==> config.mk <==
export PLATFORM = sky130hd
export DESIGN_NAME = sdf_delay_rotator
export DESIGN_NICKNAME = d
export VERILOG_FILES = /design/src/rtl/sdf_fft_pkg.sv /design/src/rtl/twiddle_rotator.sv /design/src/rtl/sdf_delay_rotator.sv
export SDC_FILE = /design/constraint.sdc
export NUM_CORES = 2
export LEC_CHECK = 0
export BUFFER_PORTS_ARGS = -buffer_cell sky130_fd_sc_hd__buf_2
export CAP_MARGIN = 20
export CELL_PAD_IN_SITES_DETAIL_PLACEMENT = 1
export CELL_PAD_IN_SITES_GLOBAL_PLACEMENT = 1
export CORE_MARGIN = 5
export CORE_UTILIZATION = 58
export CTS_CLUSTER_DIAMETER = 150
export CTS_CLUSTER_SIZE = 25
export DETAILED_ROUTE_END_ITERATION = 12
export GPL_TIMING_DRIVEN = 0
export PLACE_DENSITY_LB_ADDON = 0.08
export SYNTH_ARGS = -nofsm -noshare
export SYNTH_HDL_FRONTEND = slang
export SYNTH_HIERARCHICAL = 1
export SYNTH_SLANG_ARGS = --single-unit
==> constraint.sdc <==
create_clock -name iClk -period 13.7 [get_ports iClk]
set_input_delay 0 -clock iClk [delete_from_list [all_inputs] [get_ports iClk]]
set_output_delay 0 -clock iClk [all_outputs]
set_load 0.05 [all_outputs]
==> src/rtl/sdf_fft_pkg.sv <==
// sdf_fft_pkg: shared widths and Q.10 twiddle tables for the 128-point SDF FFT first stage
package sdf_fft_pkg;
  localparam int DATA_W = 22;
  localparam int OUT_W  = 32;
  localparam int FRAC_W = 10;
  localparam int DEPTH  = 64;
  localparam int PHI_W  = 6;
  localparam int COEF_W = FRAC_W + 2;
  localparam logic signed [COEF_W-1:0] COS_TAB [DEPTH] = '{
    12'sd1024, 12'sd1019, 12'sd1004, 12'sd980, 12'sd946, 12'sd903, 12'sd851, 12'sd792,
    12'sd724, 12'sd650, 12'sd569, 12'sd483, 12'sd392, 12'sd297, 12'sd200, 12'sd100,
    12'sd0, -12'sd100, -12'sd200, -12'sd297, -12'sd392, -12'sd483, -12'sd569, -12'sd650,
    -12'sd724, -12'sd792, -12'sd851, -12'sd903, -12'sd946, -12'sd980, -12'sd1004, -12'sd1019,
    -12'sd1024, -12'sd1019, -12'sd1004, -12'sd980, -12'sd946, -12'sd903, -12'sd851, -12'sd792,
    -12'sd724, -12'sd650, -12'sd569, -12'sd483, -12'sd392, -12'sd297, -12'sd200, -12'sd100,
    12'sd0, 12'sd100, 12'sd200, 12'sd297, 12'sd392, 12'sd483, 12'sd569, 12'sd650,
    12'sd724, 12'sd792, 12'sd851, 12'sd903, 12'sd946, 12'sd980, 12'sd1004, 12'sd1019
  };
  localparam logic signed [COEF_W-1:0] SIN_TAB [DEPTH] = '{
    12'sd0, 12'sd100, 12'sd200, 12'sd297, 12'sd392, 12'sd483, 12'sd569, 12'sd650,
    12'sd724, 12'sd792, 12'sd851, 12'sd903, 12'sd946, 12'sd980, 12'sd1004, 12'sd1019,
    12'sd1024, 12'sd1019, 12'sd1004, 12'sd980, 12'sd946, 12'sd903, 12'sd851, 12'sd792,
    12'sd724, 12'sd650, 12'sd569, 12'sd483, 12'sd392, 12'sd297, 12'sd200, 12'sd100,
    12'sd0, -12'sd100, -12'sd200, -12'sd297, -12'sd392, -12'sd483, -12'sd569, -12'sd650,
    -12'sd724, -12'sd792, -12'sd851, -12'sd903, -12'sd946, -12'sd980, -12'sd1004, -12'sd1019,
    -12'sd1024, -12'sd1019, -12'sd1004, -12'sd980, -12'sd946, -12'sd903, -12'sd851, -12'sd792,
    -12'sd724, -12'sd650, -12'sd569, -12'sd483, -12'sd392, -12'sd297, -12'sd200, -12'sd100
  };
endpackage

==> src/rtl/twiddle_rotator.sv <==
// twiddle_rotator: combinational multiply of a real sample by W64^k, full-precision Q.10 result
module twiddle_rotator
  import sdf_fft_pkg::*;
(
  input  logic signed [DATA_W-1:0] iData,
  input  logic        [PHI_W-1:0]  iPhi,
  output logic signed [OUT_W-1:0]  oReal,
  output logic signed [OUT_W-1:0]  oImage
);
  logic signed [COEF_W-1:0] w_cos;
  logic signed [COEF_W-1:0] w_sin;
  assign w_cos  = COS_TAB[iPhi];
  assign w_sin  = SIN_TAB[iPhi];
  // W^k = cos - j*sin, so the imaginary product is negated
  assign oReal  = OUT_W'(iData) * OUT_W'(w_cos);
  assign oImage = -(OUT_W'(iData) * OUT_W'(w_sin));
endmodule

==> src/rtl/sdf_delay_rotator.sv <==
// sdf_delay_rotator: enable-gated 64-deep delay line feeding a W64^k twiddle rotator
module sdf_delay_rotator
  import sdf_fft_pkg::*;
(
  input  logic                     iClk,
  input  logic                     iRst,
  input  logic                     iEn,
  input  logic signed [DATA_W-1:0] iData,
  input  logic        [PHI_W-1:0]  iPhi,
  output logic signed [DATA_W-1:0] oData,
  output logic signed [OUT_W-1:0]  oReal,
  output logic signed [OUT_W-1:0]  oImage
);
  logic signed [DATA_W-1:0] r_mem [DEPTH];
  logic        [PHI_W-1:0]  r_ptr;
  // circular buffer: the slot about to be overwritten holds the oldest sample
  always_ff @(posedge iClk) begin
    if (iRst) begin
      for (int i = 0; i < DEPTH; i++) r_mem[i] <= '0;
      r_ptr <= '0;
    end else if (iEn) begin
      r_mem[r_ptr] <= iData;
      r_ptr        <= r_ptr + 1'b1;
    end
  end
  assign oData = r_mem[r_ptr];
  twiddle_rotator u_rot (
    .iData (oData),
    .iPhi  (iPhi),
    .oReal (oReal),
    .oImage(oImage)
  );
endmodule

Word-level counts from Yosys, hierarchy flattened
Memories as Yosys holds them, arrays and structs flattened. A register that Yosys moved wholly into a read port is not among the register bits. Index checks and enable logic that the tools add are counted.

Bits in writable memories: 1408. Bits in latches: 0. Memories kept: 3. Register bits after elaboration: 6. Bits of input ports: 31. ROM bits: 1536.

Memories: r_mem (words 64, width 22, rd ports 1, clocked after memory_dff 1, write ports 64, line sdf_delay_rotator.sv:14) `logic signed [DATA_W-1:0] r_mem [DEPTH];`; (name not given) (words 64, width 12, rd ports 1, clocked after memory_dff 0, write ports 0, line twiddle_rotator.sv:13) `assign w_sin = SIN_TAB[iPhi];`; (name not given) (words 64, width 12, rd ports 1, clocked after memory_dff 0, write ports 0, line twiddle_rotator.sv:12) `assign w_cos = COS_TAB[iPhi];`.

Reduce and logical (&&, ||, !) cells: 1. Muxes and demuxes: 14. Bitwise operators: 1. Shift operators: 0. Multiply operators: 2. Add/sub/neg operators: 2. Order comparisons: 1. Div/mod/pow operators: 0. Eq/ne operators: 0.

Operator list (count): 22-bit by 12-bit multiplier with 32-bit output (2); 12-bit two-way mux (4); 32-bit negator (1); 22-bit two-way mux (1); 22-bit OR reduction (1); 6-bit two-way mux (3); 7-bit greater-or-equal comparator, second input constant (1); 6-bit inverter with 7-bit output (1); 6-bit by 1-bit adder with 6-bit output, second input constant (1); 1-bit two-way mux (6).

Logic depth before layout (Yosys ltp)
Word-level depth: 6. Depth in mapped cells: 32. Gate-level depth less buffers: 29.

Hierarchy
Netlist, hierarchy kept.

By module, submodules not included: sdf_delay_rotator (instances 1, area an instance 64946.0 µm², seq. area each 42520.8 µm², cells an instance 4296); twiddle_rotator (instances 1, area an instance 19120.8 µm², seq. area each 0.0 µm², cells an instance 2211).

Least setup slack after synthesis
Ideal clock, no wire load.

Path type: reg-to-output. Start point: register (tool-made name). End point: output port oImage[29]. Buffers on the path: 4. Data required time: 13.700 ns. Setup slack: 4.883 ns. Stages on the path, launching flop included: 27. Arrival time: 8.817 ns. Cells stage by stage: dfxtp_1 > buf_4 > buf_6 > buf_6 > nor2b_1 > a22o_1 > a221oi_1 > o31ai_1 > nor4_1 > clkbuf_1 > nand2_1 > fa_1 > inv_1 > fa_1 > inv_1 > fa_1 > fa_1 > fa_1 > ha_1 > ha_1 > a21o_1 > a21o_1 > a21oi_1 > o21ai_0 > a31o_2 > a221o_1 > a31oi_1.

RTL lines: end: declaration (line sdf_delay_rotator.sv:12) `output logic signed [OUT_W-1:0] oImage`.

==> results.json <==
{
  "die_area_um2": 153000,
  "tightest_slew_ps": 1330,
  "status": "complete, no violations",
  "die_y_um": 391,
  "drcViolationCount": 0,
  "final_antenna_net_count": 0,
  "hp-start": "iData[0]",
  "drive_gt1_share_pct": 12.0,
  "ys_dominant_reg_cell": "edfxtp_1",
  "slew_headroom_pct": 11.2,
  "cts_buffers": 66,
  "synthSimpleGateAreaFrac_pct": 16.5,
  "fin_hold_ws_ps": 57.7,
  "finalSetupViolations": 0,
  "grt_pass1_wl_mm": 425,
  "yosysWarningCount": 6,
  "grt_usage_pct": 39.3,
  "synth-compound-area-share_pct": 3.48,
  "wl_mm": 299,
  "end_kind": "output port",
  "row_count": 139,
  "htree_levels": 3,
  "core_area_um2": 144000,
  "num_io_pins": 117,
  "finalCriticalPeriod_ps": 12050,
  "syn_area_um2": 84100,
  "io_buffers": 91,
  "cts_tree": "done",
  "drv_slew": 0,
  "slowest_stage": "nor2b_1",
  "clock_latency_ps": 700,
  "clkTransAtPathRegs_ps": 110,
  "rsz0062_at_grt": "no",
  "clockBufferDepth": 3,
  "cp-start-kind": "register",
  "syn-num-nets": 7169,
  "antenna_found_initial": 24,
  "min_path_type": "primary input to register",
  "worstReg2RegStart": "r_ptr[1]$_SDFFE_PP0P_",
  "num_vias": 56299,
  "initialDrtViolationCount": 6692,
  "dpl_cell_area_um2": 87500,
  "cts_setup_buffers": 0,
  "design_area_um2": 89500,
  "clock-sinks": 1420,
  "fin_crit_sh_pct": 88.0,
  "slowest_delay_ps": 950,
  "dr.pass1.iters": 6,
  "path_max_fanout": 10,
  "cp.required_ps": 13700,
  "cts-root-buf": "clkbuf_16",
  "die_w_um": 391,
  "ys_seq_area_share_pct": 50.6,
  "finalWeightedCongestion": 0.966,
  "hold_viol": 0,
  "start_util_pct": 58.4,
  "synthArstFlopShare_pct": 0,
  "post-place-cells": 8547,
  "synthCells": 6507,
  "synth_edf_count": 1408,
  "cp.arrival_ps": 12050,
  "clock_skew_ps": 24.8,
  "post_cts_resized": 0,
  "grt_max_degree": 27,
  "routedWlPerCell_um": 34.6,
  "synth_adder_area_share_pct": 13.4,
  "cp_common_cell": "inv_1",
  "grt_pass1_vias": 59944,
  "critPathKind": "register to output port",
  "synth_xor_area_share_pct": 0.781,
  "synth.area.mux_share_pct": 10.3,
  "ys_ff_latch": 1420,
  "synth_top_family_by_area": "simple AND/OR/NAND/NOR gates",
  "layout_common_cells": "and2_1 (1598), edfxtp_1 (1408), inv_1 (480), fa_1 (450), clkbuf_1 (424)",
  "syn_to_final_growth_pct": 6.44,
  "max-cap-violations": 0,
  "dp_hpwl_mm": 223,
  "synth.distinct_cells": 72,
  "final_common_cell": "and2_1",
  "nNetsFinal": 7385,
  "grt-ovfl-total": 0,
  "layout.cells.non_filler": 8660,
  "fin_setup_tns_ps": 0,
  "fmax_mhz": 83.0,
  "syn_avg_cell_area_um2": 12.9,
  "vias_per_cell": 6.50
}
area by class of cell:
class / count / area [um2]
diodes: 19 / 47.5
flip-flops and latches: 1420 / 42500
inverters: 480 / 1800
clock buffers: 80 / 1770
fillers: 14092 / 54300
plain buffers: 551 / 2380
clock inverters: 3 / 25.0
well taps: 1903 / 2380
multi-input cells: 4056 / 37500
repair buffers: 148 / 1100
final timing paths:
check / cells past startpoint / slack (ps) / end
max: 31 / 1650 / oImage[31]
min: 2 / 60 / r_mem[9][0]$_SDFFCE_PN0P_
max reg2reg: 5 / 9980 / r_mem[1][6]$_SDFFCE_PN0P_
min reg2reg: 3 / 720 / register
per-stage QoR:
stage	util, %	worst slack (ps)
2_1_floorplan	-	4880
3_3_place_gp	60.4	1930
3_5_place_dp	60.9	2880
4_1_cts	62.2	2100
5_1_grt	62.2	1630
6_report	62.2	1650
Yosys cell counts (3+ instances only):
cell          n  area, um2
a221oi_1      7       61.3
mux4_2      314       7070
xnor2_1      57        499
o22ai_1      12       75.1
a31oi_1      24        150
o31a_1        3       26.3
a21oi_2       3       26.3
edfxtp_1   1408      42300
buf_1        32        120
xor2_1       18        158
nand3_1      33        165
nor3_1       32        160
mux2_2       64        721
buf_6        15        169
buf_2        62        310
a22oi_1      17        128
inv_1       480       1800
o211ai_1      6       45.0
or2_2        74        463
a21o_1       25        188
buf_4        29        218
a21oi_1      64        320
and4_1        5       43.8
and3_1        7       43.8
dfxtp_1      12        240
nor2b_1      66        413
o31ai_1       6       45.0
nor4_1        4       25.0
a2111oi_0    31        272
a211oi_1     68        510
o21bai_1      5       37.5
ha_1        181       2260
a32oi_1      15        131
mux2i_1      84        841
o21ai_0      55        275
o221ai_1     31        272
nor2_1      212        796
o21a_1       16        120
clkbuf_1    413       1550
nand4_1       9       56.3
fa_1        450       9010
nand2b_1     16        100
and2_1     1598      10000
nand2_1     408       1530
critical path, delay by kind of cell, from the launching register on:
kind	cells	cell delay (ps)
adder cells (fa/ha/maj)	7	3410
AND/OR/NAND/NOR	4	1720
XOR/XNOR	1	380
buffers and inverters	13	3110
flip-flops	1	330
AO/OA/AOI/OAI	6	2380
flip-flops by register name, indices dropped and copies added, names as in the netlist, named ones only:
| register | flops |
|---|---|
| r_ptr | 6 |
| r_mem | 1408 |
cell families after synthesis:
logic type               Yosys count
flip-flops                      1420
multiplexers                     462
AND/OR/NAND/NOR                 2476
buffers and inverters           1031
adder cells (fa/ha/maj)          631
AO/OA/AOI/OAI                    412
XOR/XNOR                          75
timing repair:
item,CTS,global route
hold endpoints to repair,32,0
hold buffers,7,0
endpoints found under the setup margin,0,0
routing by layer:
| metal | vias up | routed length [um] | track usage [%] |
|---|---|---|---|
| li1 | 22650 | - | - |
| met2 | 3395 | 141000 | 63.7 |
| met5 | - | 62 | 0 |
| met1 | 29331 | 102000 | 47.0 |
| met4 | 10 | 27800 | 29.4 |
| met3 | 913 | 28300 | 7.77 |
Power is left out: the tool's default activity adds up to more than one toggle a clock period on the data nets, which glitch-free logic cannot reach.
